==> src/rtl/vex_issue_sched.sv <==
// Vector issue scheduler: feeds uops to the vector execution stage and
// shares its single writeback port through a latency reservation table.
module vex_issue_sched #(
    parameter int VECTOR_REGISTERS = 32,
    parameter int LAT_INT          = 1,
    parameter int LAT_RDC          = 3,
    parameter int LAT_MULDIV       = 4,
    parameter int MAX_LAT          = 4,
    localparam int AW = $clog2(VECTOR_REGISTERS),
    localparam int SW = $clog2(MAX_LAT + 1)
) (
    input  logic          clk,
    input  logic          rst,
    input  logic          uop_valid_i,
    output logic          uop_ready_o,
    input  logic [1:0]    uop_class_i,
    input  logic [AW-1:0] uop_dst_i,
    input  logic [AW-1:0] uop_src1_i,
    input  logic [AW-1:0] uop_src2_i,
    input  logic [1:0]    uop_src_use_i,
    output logic          vex_valid_o,
    input  logic          vex_ready_i,
    input  logic          vex_idle_i,
    input  logic          fp_done_i,
    output logic          wb_valid_o,
    output logic [AW-1:0] wb_addr_o,
    input  logic          drain_req_i,
    output logic          drain_ack_o,
    output logic          busy_o
);

    typedef enum logic [1:0] {RUN, FP_WAIT, DRAIN, DRAINED} state_t;

    state_t        state, state_nxt;
    logic [MAX_LAT:0] res_v;
    logic [AW-1:0] res_d [MAX_LAT+1];
    logic [AW-1:0] fp_dst;
    logic [SW-1:0] lat;
    logic [SW-1:0] slot;
    logic          is_fp;
    logic          any_v;
    logic          hz_struct;
    logic          hz_raw;
    logic          hz_waw;
    logic          hazard;
    logic          accept;

    always_comb begin
        is_fp = 1'b0;
        lat   = SW'(LAT_INT);
        unique case (uop_class_i)
            2'd0:    lat = SW'(LAT_INT);
            2'd1:    lat = SW'(LAT_RDC);
            2'd2:    lat = SW'(LAT_MULDIV);
            default: is_fp = 1'b1;
        endcase
    end

    assign slot  = lat - SW'(1);
    assign any_v = |res_v;

    always_comb begin
        hz_raw = 1'b0;
        hz_waw = 1'b0;
        for (int k = 0; k <= MAX_LAT; k++) begin
            if (res_v[k]) begin
                if (uop_src_use_i[0] && uop_src1_i == res_d[k]) hz_raw = 1'b1;
                if (uop_src_use_i[1] && uop_src2_i == res_d[k]) hz_raw = 1'b1;
                if (uop_dst_i == res_d[k]) hz_waw = 1'b1;
            end
        end
        if (state == FP_WAIT) begin
            if (uop_src_use_i[0] && uop_src1_i == fp_dst) hz_raw = 1'b1;
            if (uop_src_use_i[1] && uop_src2_i == fp_dst) hz_raw = 1'b1;
            if (uop_dst_i == fp_dst) hz_waw = 1'b1;
        end
        // a new entry lands in post-shift slot lat-1, i.e. current slot lat
        hz_struct = res_v[lat];
        hazard    = is_fp ? any_v : (hz_struct | hz_raw | hz_waw);
    end

    assign uop_ready_o = (state == RUN) & vex_ready_i & ~hazard & ~drain_req_i;
    assign accept      = uop_valid_i & uop_ready_o;
    assign vex_valid_o = accept;

    always_ff @(posedge clk) begin
        if (rst) begin
            res_v <= '0;
            for (int k = 0; k <= MAX_LAT; k++) res_d[k] <= '0;
        end else begin
            for (int k = 0; k < MAX_LAT; k++) begin
                res_v[k] <= res_v[k+1];
                res_d[k] <= res_d[k+1];
            end
            res_v[MAX_LAT] <= 1'b0;
            res_d[MAX_LAT] <= '0;
            if (accept && !is_fp) begin
                res_v[slot] <= 1'b1;
                res_d[slot] <= uop_dst_i;
            end
        end
    end

    always_ff @(posedge clk) begin
        if (rst) begin
            state  <= RUN;
            fp_dst <= '0;
        end else begin
            state <= state_nxt;
            if (accept && is_fp) fp_dst <= uop_dst_i;
        end
    end

    always_comb begin
        state_nxt = state;
        unique case (state)
            RUN: begin
                if (accept && is_fp) state_nxt = FP_WAIT;
                else if (drain_req_i) state_nxt = DRAIN;
            end
            FP_WAIT: begin
                if (fp_done_i) state_nxt = drain_req_i ? DRAIN : RUN;
            end
            DRAIN: begin
                if (!any_v && vex_idle_i) state_nxt = DRAINED;
            end
            DRAINED: begin
                if (!drain_req_i) state_nxt = RUN;
            end
            default: state_nxt = RUN;
        endcase
    end

    always_comb begin
        wb_valid_o = res_v[0];
        wb_addr_o  = res_v[0] ? res_d[0] : '0;
        if (state == FP_WAIT) begin
            wb_valid_o = fp_done_i;
            wb_addr_o  = fp_done_i ? fp_dst : '0;
        end
    end

    assign drain_ack_o = (state == DRAINED) & drain_req_i;
    assign busy_o      = any_v | (state == FP_WAIT);

endmodule
==> config.mk <==
export PLATFORM = sky130hd
export DESIGN_NAME = vex_issue_sched
export DESIGN_NICKNAME = d
export VERILOG_FILES = /design/src/rtl/vex_issue_sched.sv
export SDC_FILE = /design/constraint.sdc
export NUM_CORES = 1
export LEC_CHECK = 0
export BUFFER_PORTS_ARGS = -buffer_cell sky130_fd_sc_hd__buf_2
export CAP_MARGIN = 20
export CORE_MARGIN = 2
export CORE_UTILIZATION = 60
export CTS_CLUSTER_SIZE = 40
export DETAILED_ROUTE_END_ITERATION = 8
export PLACE_DENSITY_LB_ADDON = 0.15
export SYNTH_ARGS = -nofsm -noshare
export SYNTH_HDL_FRONTEND = slang
export SYNTH_SLANG_ARGS = --single-unit
==> constraint.sdc <==
create_clock -name clk -period 7 [get_ports clk]
set_input_delay 1.75 -clock clk [delete_from_list [all_inputs] [get_ports clk]]
set_output_delay 1.75 -clock clk [all_outputs]
set_load 0.02 [all_outputs]
* Word-level counts from Yosys, hierarchy flattened
Memory sizes are Yosys's and may differ from the RTL's.
Index checks and enable logic that the tools add are counted.
** Word-level totals
- Bits in registers :: 12
- Bits in latches :: 0
- Bits in writable memories :: 25
- ROM bits :: 0
- Input port bits :: 26
- Output and inout port bits :: 10
- Memories :: 1
** Operators by class
- Add/subtract/negate cells :: 1
- $mul :: 0
- Div/mod/pow operators :: 0
- $lt $le $gt $ge :: 3
- Equality and inequality tests :: 27
- Shift operators :: 0
- Muxes and demuxes :: 60
- Bitwise gates (word level) :: 17
- Reduce and logical (&&, ||, !) cells :: 23
** Memory list
- res_d :: words 5, width 5, rd ports 5, clocked after Yosys merged registers in 0, wr ports 6, RTL line 36 : logic [AW-1:0] res_d [MAX_LAT+1];
** Operator list (number)
- $eq 5x5->1 :: 18
- $mux 1 :: 41
- $mux 5 :: 8
- $logic_and 1x1->1 :: 16
- $mux 2 :: 6
- $lt 3x4->1 const B :: 2
- $or 1x1->1 :: 8
- $pmux 2 s4 :: 1
- $eq 2x2->1 const B :: 3
- $ne 2x2->1 const B :: 3
- $pmux 3 s2 :: 1
- $and 1x1->1 :: 5
- $or 4x5->5 :: 1
- $reduce_or 5->1 :: 1
- $eq 2x1->1 const B :: 2
- $logic_not 2->1 :: 2
- $mux 4 :: 1
- $reduce_and 4->1 :: 1
- $bmux 1 s3 :: 1
- $demux 1 s3 :: 1
- $ge 3x1->1 const B :: 1
- $ne 3x2->1 const B :: 1
- $not 1->1 :: 3
- $reduce_or 3->1 :: 1
- other kinds (3) :: 3

* Longest topological paths before layout
Gate-level depths: netlist (run 1).
An unclocked memory read counts as a cell.
- Depth after elaboration :: 32
- Mapped depth :: 9

* Worst setup path before layout (run 1)
No wires, ideal clock.
- Kind :: input -> output
- From :: in uop_class_i[0]
- To :: out uop_ready_o
- Arrival time :: 3.488 ns
- Path slack :: 1.762 ns
- Cell stages on the path :: 8
- Path buffers :: 0
- Path through :: inv_1 -> ha_1 -> mux2_2 -> a22oi_1 -> o22ai_1 -> nor4_4 -> a22oi_1 -> nor2b_1
** Between the ends
- Word-level cells in the longest chain between the ends :: 10
- Elaborated cells on any way between the ends :: 13
** RTL lines
- start: declaration :: RTL line 16 : input logic [1:0] uop_class_i,
- $eq 2x2->1 or $eq 2x1->1 (tied branches) :: RTL line 51 : unique case (uop_class_i)
- $pmux 3 s2 :: RTL line 51
- $bmux 1 s3 :: RTL line 78 : hz_struct = res_v[lat];
- $mux 1 (not written as such) :: RTL line 78
- $or 1x1->1 (2 in a row) :: RTL line 79 : hazard = is_fp ? any_v : (hz_struct | hz_raw | hz_waw);
- $mux 1 * :: RTL line 79
- $not 1->1 * :: RTL line 82 : assign uop_ready_o = (state == RUN) & vex_ready_i & ~hazard & ~drain_req_i;
- $and 1x1->1 * (2 in a row) :: RTL line 82
- end: declaration :: RTL line 15 : output logic uop_ready_o,
Mark *: on every way between the ends. The rest lies on a longest branch, timed or not. The select of a mux whose other input is x is not followed.

* Worst setup path in the final report (run 1)
Ends and elaborated chain as after synthesis.

==> out/metrics.yaml, run 1 <==
floorplan:
  ios: 36
  die_h_um: 72.6
  num_rows: 24
  initial_core_util: 0.636
  core_um2: 4440
  die_width_um: 72.6
  die-area_um2: 5270
setup_path:
  start_kind: "primary input"
  cpLargestDelayFamily: "simple AND/OR/NAND/NOR gates"
  crit_chain: "buf_2 > inv_1 > ha_1 > mux2_2 > a22oi_1 > o22ai_1 > nor4_4 > a22oi_1 > nor2b_1 > buf_2"
  crit_type: "in2out"
  crit_fanout: 6
  cp_num_buf_inv: 3
  slowest_stage: "nor4_4"
  critPathMaxStageDelay_ps: 430
  cp.required_ps: 5250
  critPathCaptureType: "output port"
  critical_path_arrival_ps: 3690
route:
  wl_per_cell_um: 17.8
  wl_um: 6840
  viasPerCell: 5.87
  drt_iter0_drc: 142
  drt-pass1-iter-count: 4
  drc: 0
  vias: 2260
  drtAntennaViolNets: 0
clocking:
  cts_buffers: 5
  post-cts-setup-buffer-count: 0
  root_buffer: "clkbuf_8"
  cts_resized: 0
  htreeDepth: 2
  clock_latency_ps: 290
  cts_sinks: 37
  cts_hold_buf: 0
  cts_tree: "built"
  clk_pin_slew_worst_paths_ps: 70
  cts_max_path_buffers: 2
sta:
  timing.final.crit_share: 0.778
  relSlewSlack: 0.396
  max_freq_ghz: 0.184
  worst_pin_slew_ps: 905
  setup_viol: 0
  drv_slew: 0
  rsz0062_at_grt: "false"
  period_minus_slack_ps: 5440
  finClkSkew_ps: 5.84
  final_hold_viol_count: 0
  fin_setup_tns_ps: 0
global_route:
  grt_pass1_wl_um: 11100
  top_usage_layer: "met2"
  grt_use_met2: 0.426
  antenna_found_initial: 0
  use_met1: 0.396
  gr-usage-met3: 0.0525
  grt_max_degree: 33
  grt-ovfl-total: 0
  grt_usage: 0.277
  grt_pass1_vias: 2146
placed_design:
  placed_area_um2: 2930
  dp_hpwl_um: 4990
  gp_congestion: 0.937
  portBuffers: 35
worst_hold_path:
  min_path_type: "reg2reg"
power:
  cellPowerDensity_nw_per_um2: 146
  peakVddDrop_uv: 108
  total_power_w: 0.000440
  power.leakage_nw: 1.27
synth:
  synth_nets: 346
  netlist_area_um2: 2830
  avgSynthCellArea_um2: 8.97
  yosysUniqueCellTypes: 42
  synth-seq-cells: 37
  yosysWarnings: 0
  seq_area_frac_synth: 0.262
  syn_inst: 315
flow_run:
  drv_cap: 0
layout:
  area_delta_synth_final_pct: 6.91
  multiInputGateArea_um2: 1930
  final_nets: 364
  drive_gt1_frac: 0.204
  fillCellCount: 385
  stdcell_area_um2: 3020
  regArea_um2: 741
  antennaDiodeCount: 0
status:
  status: "complete, no violations"
==> state kept, by name, indices dropped and copies added (netlist names) <==
name / cells
fp_dst: 5
res_v: 5
res_d: 25
state: 2
==> worst reg2reg max path, delay by kind of cell, from the launching register on <==
kind / cells / cell delay [ps]
DFF: 1 / 360
and+or+nand+nor: 5 / 1620
muxes: 1 / 380
==> synth_stat cells <==
| library cell | number | share of area |
|---|---|---|
| a32oi_1 | 1 | 0.0031 |
| or3_1 | 1 | 0.0022 |
| xnor2_1 | 37 | 0.11 |
| o211ai_1 | 1 | 0.0027 |
| mux2_1 | 1 | 0.0040 |
| and4_1 | 1 | 0.0031 |
| a311o_1 | 1 | 0.0035 |
| and3_1 | 4 | 0.0089 |
| nor2_1 | 9 | 0.012 |
| inv_1 | 7 | 0.0093 |
| mux2_2 | 21 | 0.084 |
| nor3b_1 | 1 | 0.0027 |
| nor3_1 | 5 | 0.0089 |
| a211oi_1 | 1 | 0.0027 |
| nand2b_1 | 1 | 0.0022 |
| clkbuf_1 | 6 | 0.0080 |
| nand4_1 | 15 | 0.033 |
| nand3b_1 | 1 | 0.0027 |
| nand4_2 | 3 | 0.013 |
| o22ai_1 | 2 | 0.0044 |
| or4_1 | 1 | 0.0027 |
| nand3_1 | 10 | 0.018 |
| a21oi_1 | 1 | 0.0018 |
| a21o_1 | 1 | 0.0027 |
| buf_4 | 5 | 0.013 |
| xor2_1 | 53 | 0.16 |
| nor4_4 | 1 | 0.0075 |
| buf_2 | 12 | 0.021 |
| o21ai_0 | 9 | 0.016 |
| nor4_1 | 13 | 0.029 |
| nor4b_2 | 1 | 0.0053 |
| buf_6 | 1 | 0.0040 |
| o32ai_1 | 1 | 0.0031 |
| nand2_1 | 8 | 0.011 |
| mux2i_1 | 6 | 0.021 |
| a311oi_1 | 1 | 0.0031 |
| nor2b_1 | 22 | 0.049 |
| and2_1 | 5 | 0.011 |
| dfxtp_1 | 37 | 0.26 |
| nor2_2 | 1 | 0.0022 |
| ha_1 | 5 | 0.022 |
| a22oi_1 | 2 | 0.0053 |
==> through the flow <==
step	worst slack [ps]	utilization	hold WS, ps	instances
2_1_floorplan	1760	-	486	315
3_5_place_dp	1560	0.660	543	378
4_1_cts	1570	0.680	554	385
3_3_place_gp	1620	0.660	542	378
6_report	1560	0.680	551	385
5_1_grt	1390	0.680	602	385
==> layout make-up <==
cell class                 instances  share of cell area
multi-input combinational        247               0.638
sequential                        37               0.245
timing repair buffer              35              0.0580
clock buffer                       7              0.0286
tap                               52              0.0215
inverter                           7             0.00870
==> power by group <==
group	internal, W	total, W	leakage (nW)	switching, W
clock network	0.0000782	0.000154	0.0443	0.0000755
logic	0.0000283	0.0000697	0.932	0.0000414
registers	0.000212	0.000216	0.299	0.00000388
==> cells in the final DEF (no fill, tap or decap), types with 2 or more instances in the layout <==
| master | Yosys | layout |
|---|---|---|
| nand4_1 | 15 | 15 |
| nor4_1 | 13 | 13 |
| xnor2_1 | 37 | 37 |
| dfxtp_1 | 37 | 37 |
| nor3_1 | 5 | 5 |
| mux2i_1 | 6 | 6 |
| and3_1 | 4 | 4 |
| clkbuf_8 | 0 | 6 |
| nand3_1 | 10 | 10 |
| o21ai_0 | 9 | 9 |
| nand4_2 | 3 | 3 |
| o22ai_1 | 2 | 2 |
| and2_1 | 5 | 5 |
| nand2_1 | 8 | 8 |
| ha_1 | 5 | 5 |
| buf_2 | 12 | 35 |
| mux2_2 | 21 | 21 |
| nor2_1 | 9 | 9 |
| a22oi_1 | 2 | 2 |
| nor2b_1 | 22 | 22 |
| inv_1 | 7 | 7 |
| xor2_1 | 53 | 53 |
==> logic make-up after synthesis <==
family / Yosys count / synth area share
simple gates: 103 / 0.224
flops: 37 / 0.262
compound gates: 21 / 0.0483
xor+xnor: 90 / 0.279
buf+inv: 31 / 0.0558
mux: 28 / 0.109
fa+ha+maj: 5 / 0.0221
==> final timing paths <==
kind | endpoint | startpoint | cells past startpoint | slack (ps)
max reg2reg | res_d[1][3] | state[0] | 6 | 4530
min reg2reg | res_v[3] | res_v[4] | 2 | 550
max | uop_ready_o | uop_class_i[0] | 10 | 1560
min | res_v[3] | res_v[4] | 2 | 550
==> layer usage <==
layer | vias to the layer above | wire [um]
met5 | - | 0
met4 | 0 | 120
met3 | 12 | 395
met2 | 64 | 3020
met1 | 1067 | 3310
li1 | 1117 | -
Power figures use the tool's default switching activity.
==> inputs of run 2 (changes only) <==
--- a/config.mk
+++ b/config.mk
@@ -8,7 +8,7 @@
 export BUFFER_PORTS_ARGS = -buffer_cell sky130_fd_sc_hd__buf_2
 export CAP_MARGIN = 20
 export CORE_MARGIN = 2
-export CORE_UTILIZATION = 60
+export CORE_UTILIZATION = 53
 export CTS_CLUSTER_SIZE = 40
 export DETAILED_ROUTE_END_ITERATION = 8
 export PLACE_DENSITY_LB_ADDON = 0.15
==> constraint.sdc (replaced) <==
create_clock -name clk -period 4.85 [get_ports clk]
set_input_delay 1.2125 -clock clk [delete_from_list [all_inputs] [get_ports clk]]
set_output_delay 1.2125 -clock clk [all_outputs]
set_load 0.02 [all_outputs]
==> run 2 against run 1 <==
Against the previous run: cell count is 4.9% higher; sequential cell count stayed put; routed wire length is 3.0% higher; clock skew is 2.3 ps lower; die area is 12% higher; sequential power is 44% higher; non-clock buffer count stayed put; first-iteration DRC count is 16% higher; combinational power is 46% higher; global-route usage is 2.9 points lower; count of clock-buffer cells in the layout stayed put; clock power is 55% higher.
==> out/metrics.yaml, run 2 (synthesis gave the netlist of run 1 again) <==
floorplan:
  die_width_um: 77.0  # +6.0%
  die-area_um2: 5930  # +12%
  die_h_um: 77.0  # +6.0%
  core_um2: 5140  # +16%
  num_rows: 26  # +8.3%
  initial_core_util: 0.550  # -0.0860
  ios: 36  # unchanged
setup_path:
  r2r_start: "state[0]"
  critPathCaptureType: "output port"
  crit_type: "in2out"
  reg2regPathDepth: 6  # unchanged
  cp.required_ps: 3640  # -1610 ps
  start_kind: "primary input"
  critical_path_arrival_ps: 3140  # -550 ps
  crit_fanout: 6  # unchanged
  worstSetupStartpoint: "uop_class_i[0]"
  worst-r2r-setup-slack_ps: 2390  # -2140 ps
  reg2reg_to: "res_d[1][2]"
placed_design:
  portBuffers: 35  # unchanged
  gp_congestion: 0.865  # -7.6%
  placed_area_um2: 2960  # +0.77%
  dp_hpwl_um: 5120  # +2.7%
clocking:
  cts_tree: "built"
  htreeDepth: 2  # unchanged
  cts_max_path_buffers: 2  # unchanged
  root_buffer: "clkbuf_8"
  post-cts-setup-buffer-count: 0  # unchanged
  cts_sinks: 37  # unchanged
  clock_latency_ps: 290  # about the same
  cts_buffers: 5  # unchanged
  cts_hold_buf: 0  # unchanged
  cts_resized: 0  # unchanged
  clk_pin_slew_worst_paths_ps: 70  # about the same
global_route:
  grt_max_degree: 33  # unchanged
  antenna_found_initial: 0  # unchanged
  grt_pass1_wl_um: 11600  # +4.1%
  grt_pass1_vias: 2183  # +1.7%
  grt-ovfl-total: 0  # unchanged
  grt_usage: 0.248  # -0.0287
sta:
  relSlewSlack: 0.355  # -0.0402
  drv_slew: 0  # unchanged
  max_freq_ghz: 0.230
  worst_pin_slew_ps: 965  # +60.2 ps
  timing.final.crit_share: 0.898
  finClkSkew_ps: 3.58  # -2.26 ps
  final_hold_viol_count: 0  # unchanged
  fin_setup_tns_ps: 0  # unchanged
  period_minus_slack_ps: 4350
  rsz0062_at_grt: "false"
  setup_viol: 0  # unchanged
route:
  wl_per_cell_um: 17.4  # -1.9%
  wl_um: 7050  # +3.0%
  drt_iter0_drc: 165  # +16%
  drc: 0  # unchanged
  drt-pass1-iter-count: 4  # unchanged
  viasPerCell: 5.57  # -5.1%
  drtAntennaViolNets: 0  # unchanged
  vias: 2251  # -0.40%
layout:
  biggestRegsByFlops: "res_d (25), fp_dst (5), res_v (5)"
  layout_commonest_cell: "xor2_1"
  stdcell_area_um2: 3060  # +1.2%
  area_delta_synth_final_pct: 8.24
  regMostFlops: "res_d"
  antennaDiodeCount: 0  # unchanged
  fillCellCount: 504  # +31%
  final_cell_mix: "xor2_1, xnor2_1, dfxtp_1"
  final_nets: 364  # unchanged
  largest_reg_flops: 25  # unchanged
  drive_gt1_frac: 0.210  # +0.00538
worst_hold_path:
  min_path_type: "reg2reg"
  min-delay-start: "state[0]"
  hold_end: "state[1]"
  min_path_cells: 1  # -1
power:
  peakVddDrop_uv: 199  # +84%
  cellPowerDensity_nw_per_um2: 214  # +47%
  power.leakage_nw: 1.28  # +0.78%
flow_run:
  drv_cap: 0  # unchanged
status:
  status: "complete, no violations"
==> run 2: layer usage <==
metal / vias to the layer above / track usage / share of wire
li1: 1118 / - / -
met1: 1060 / 0.356 / 0.48
met2: 65 / 0.382 / 0.45
met3: 8 / 0.0400 / 0.057
met4: 0 / 0.0750 / 0.014
met5: - / 0 / 0
==> run 2: power by group <==
group / switching, W / total (W) / internal [W]
registers: 0.00000546 / 0.000312 / 0.000307
logic: 0.0000610 / 0.000102 / 0.0000409
clock network: 0.000111 / 0.000239 / 0.000128
==> run 2: final cells by class <==
type	instances	area [um2]	area share
clock inverters	1	5.00	0.00164
multi-input cells	247	1930	0.630
inverters	7	26.3	0.00859
clock buffers	7	96.3	0.0315
well taps	70	87.6	0.0286
flip-flops and latches	37	741	0.242
repair buffers	35	175	0.0573
==> run 2: per-stage QoR <==
stage                util  instances  total power, W  setup WS, ps  hold slack, ps
floorplan               -        315        0.000393           687             486
global placement    0.575        396        0.000419           524             544
detailed placement  0.575        396        0.000420           491             548
CTS                 0.595        404        0.000660           490             558
global route        0.595        404        0.000682           340             617
finish              0.595        404        0.000653           495             554
==> run 2: how the worst max path moves through the flow <==
stage,endpoint,cells after the start,slack (ps)
2_1_floorplan,uop_ready_o,8,690
3_3_place_gp,uop_ready_o,10,520
3_5_place_dp,uop_ready_o,10,490
4_1_cts,uop_ready_o,10,490
5_1_grt,uop_ready_o,10,340
6_report,uop_ready_o,10,500
==> run 2: worst max-delay path, stage by stage <==
cell and delay (ps):
buf_2 120, inv_1 70, ha_1 210, mux2_2 350, a22oi_1 170, o22ai_1 130
nor4_4 430, a22oi_1 150, nor2b_1 120, buf_2 160
==> inputs of run 3 (changes only) <==
--- a/config.mk
+++ b/config.mk
@@ -8,7 +8,7 @@
 export BUFFER_PORTS_ARGS = -buffer_cell sky130_fd_sc_hd__buf_2
 export CAP_MARGIN = 20
 export CORE_MARGIN = 2
-export CORE_UTILIZATION = 53
+export CORE_UTILIZATION = 30
 export CTS_CLUSTER_SIZE = 40
 export DETAILED_ROUTE_END_ITERATION = 8
 export PLACE_DENSITY_LB_ADDON = 0.15
==> constraint.sdc (replaced) <==
create_clock -name clk -period 5.57 [get_ports clk]
set_input_delay 1.3925 -clock clk [delete_from_list [all_inputs] [get_ports clk]]
set_output_delay 1.3925 -clock clk [all_outputs]
set_load 0.02 [all_outputs]
==> run 3 against run 2 <==
Against the previous run: count of clock-buffer cells in the layout fell by 1; critical path depth is the same; non-clock buffer count rose by 1; worst setup slack improved by 310 ps; sequential cell count is the same; global-route usage is 8.7 points lower; core utilization decreased by 26 points; worst hold slack got worse by 14 ps.
==> out/metrics.yaml, run 3 (synthesis gave the netlist of run 1 again) <==
clocking:
  clock_latency_ps: 290  # about the same
  htreeDepth: 2  # unchanged
  root_buffer: "clkbuf_8"
  cts_buffers: 5  # unchanged
  clk_pin_slew_worst_paths_ps: 70  # about the same
  post-cts-setup-buffer-count: 0  # unchanged
  cts_resized: 0  # unchanged
  cts_hold_buf: 0  # unchanged
  cts_max_path_buffers: 2  # unchanged
  cts_sinks: 37  # unchanged
  cts_tree: "built"
placed_design:
  portBuffers: 35  # unchanged
  dp_slack_ps: 822  # +331 ps
  place_inst: 438  # +11%
  gp_congestion: 0.845  # -2.3%
  dp_hpwl_um: 5810  # +13%
  placed_area_um2: 3020  # +2.0%
setup_path:
  cp_num_buf_inv: 3  # unchanged
  critPathMaxStageDelay_ps: 450  # +20 ps
  crit_chain: "buf_2 > inv_1 > ha_1 > mux2_2 > a22oi_1 > o22ai_1 > nor4_4 > a22oi_1 > nor2b_1 > buf_2"
  cpLargestDelayFamily: "simple AND/OR/NAND/NOR gates"
  cp.required_ps: 4180  # +540 ps
  cp.depth: 10  # unchanged
  reg2regPathDepth: 6  # unchanged
  crit_fanout: 6  # unchanged
  start_kind: "primary input"
  critPathCaptureType: "output port"
  crit_type: "in2out"
  slowest_stage: "nor4_4"
  critical_path_arrival_ps: 3370  # +230 ps
global_route:
  grt_pass1_wl_um: 12400  # +6.8%
  grt_max_degree: 33  # unchanged
  grt-ovfl-total: 0  # unchanged
  grt_usage: 0.161  # -0.0871
  antenna_found_initial: 0  # unchanged
  grt_pass1_vias: 2156  # -1.2%
sta:
  worst_pin_slew_ps: 693  # -272 ps
  hold_ws_ps: 541  # -13.7 ps
  timing.final.crit_share: 0.856
  setup_viol: 0  # unchanged
  fin_setup_tns_ps: 0  # unchanged
  relSlewSlack: 0.534  # +0.179
  rsz0062_at_grt: "false"
  max_freq_ghz: 0.210
  finalWorstSetupSlack_ps: 805  # +309 ps
  period_minus_slack_ps: 4770
  final_hold_viol_count: 0  # unchanged
  drv_slew: 0  # unchanged
  finClkSkew_ps: 5.76  # +2.18 ps
route:
  wl_per_cell_um: 17.5  # +0.16%
  top_layer: "met4"
  drt-pass1-iter-count: 4  # unchanged
  wl_met1_um: 4130  # +22%
  drt_iter0_drc: 99  # -40%
  drtAntennaViolNets: 0  # unchanged
  vias: 2243  # -0.36%
  wl_um: 7790  # +11%
  viasPerCell: 5.03  # -9.7%
  drc: 0  # unchanged
  wl_met2_um: 3290  # +4.5%
  wl_met3_um: 277  # -31%
layout:
  stdcell_area_um2: 3100  # +1.3%
  antennaDiodeCount: 0  # unchanged
  regMostFlops: "res_d"
  biggestRegsByFlops: "res_d (25), fp_dst (5), res_v (5)"
  largest_reg_flops: 25  # unchanged
  final_nets: 365  # +0.27%
  final_cell_mix: "xor2_1, xnor2_1, dfxtp_1"
  fin_cells: 446  # +10%
  layout_commonest_cell: "xor2_1"
  area_delta_synth_final_pct: 9.65
  drive_gt1_frac: 0.209  # -0.000626
floorplan:
  core_um2: 9200  # +79%
  num_rows: 35  # +35%
  ios: 36  # unchanged
  initial_core_util: 0.307  # -0.242
  die_width_um: 101  # +31%
  die-area_um2: 10200  # +72%
  die_h_um: 101  # +31%
power:
  power.leakage_nw: 1.28  # -0.30%
  peakVddDrop_uv: 100  # -50%
  cellPowerDensity_nw_per_um2: 176  # -18%
flow_run:
  drv_cap: 0  # unchanged
worst_hold_path:
  min_path_type: "reg2reg"
  min_path_cells: 2  # +1
status:
  status: "complete, no violations"
run 3: cell count changes in the layout (fill, tap and decap cells not counted), sizes merged:
cell	before	now
buf	35	36
clkbuf	7	6
clkinv	1	2
run 3: routing by layer:
layer,up-vias,global-route usage
met5,-,0
met4,0,0.0457
met3,6,0.0243
met2,42,0.233
met1,1077,0.244
li1,1118,-
run 3: path summary, 6_finish.rpt:
kind,slack (ps),end,start
setup / recovery,800,uop_ready_o,uop_class_i[0]
setup reg to reg,3090,res_d[1][0],res_v[0]
hold / removal,540,res_v[0],res_v[1]
hold reg to reg,540,res_v[0],res_v[1]
run 3: stage by stage:
stage | util | power (W)
6_report | 0.337 | 0.000544
5_1_grt | 0.337 | 0.000570
4_1_cts | 0.337 | 0.000550
3_5_place_dp | 0.328 | 0.000368
3_3_place_gp | 0.328 | 0.000368
2_1_floorplan | - | 0.000342
run 3: worst register-to-register path, stage by stage, from the launching register on:
cell     delay, ps
dfxtp_1        450
mux2_2         320
a22oi_1        190
o22ai_1        130
nor4_4         450
and3_1         450
mux2_2         380
run 3: area by class of cell:
type | count | area, um2
Timing Repair Buffer | 36 | 183
Inverter | 7 | 26.3
Tap cell | 111 | 139
Multi-Input combinational cell | 247 | 1930
Fill cell | 958 | 6100
Clock inverter | 2 | 10.0
Clock buffer | 6 | 72.6
Sequential cell | 37 | 741
run 3: power breakdown:
part	total, W	switching (W)	internal, W
clock network	0.000182	0.0000955	0.0000867
logic	0.0000903	0.0000544	0.0000360
registers	0.000272	0.00000486	0.000267
total	0.000544	0.000155	0.000390
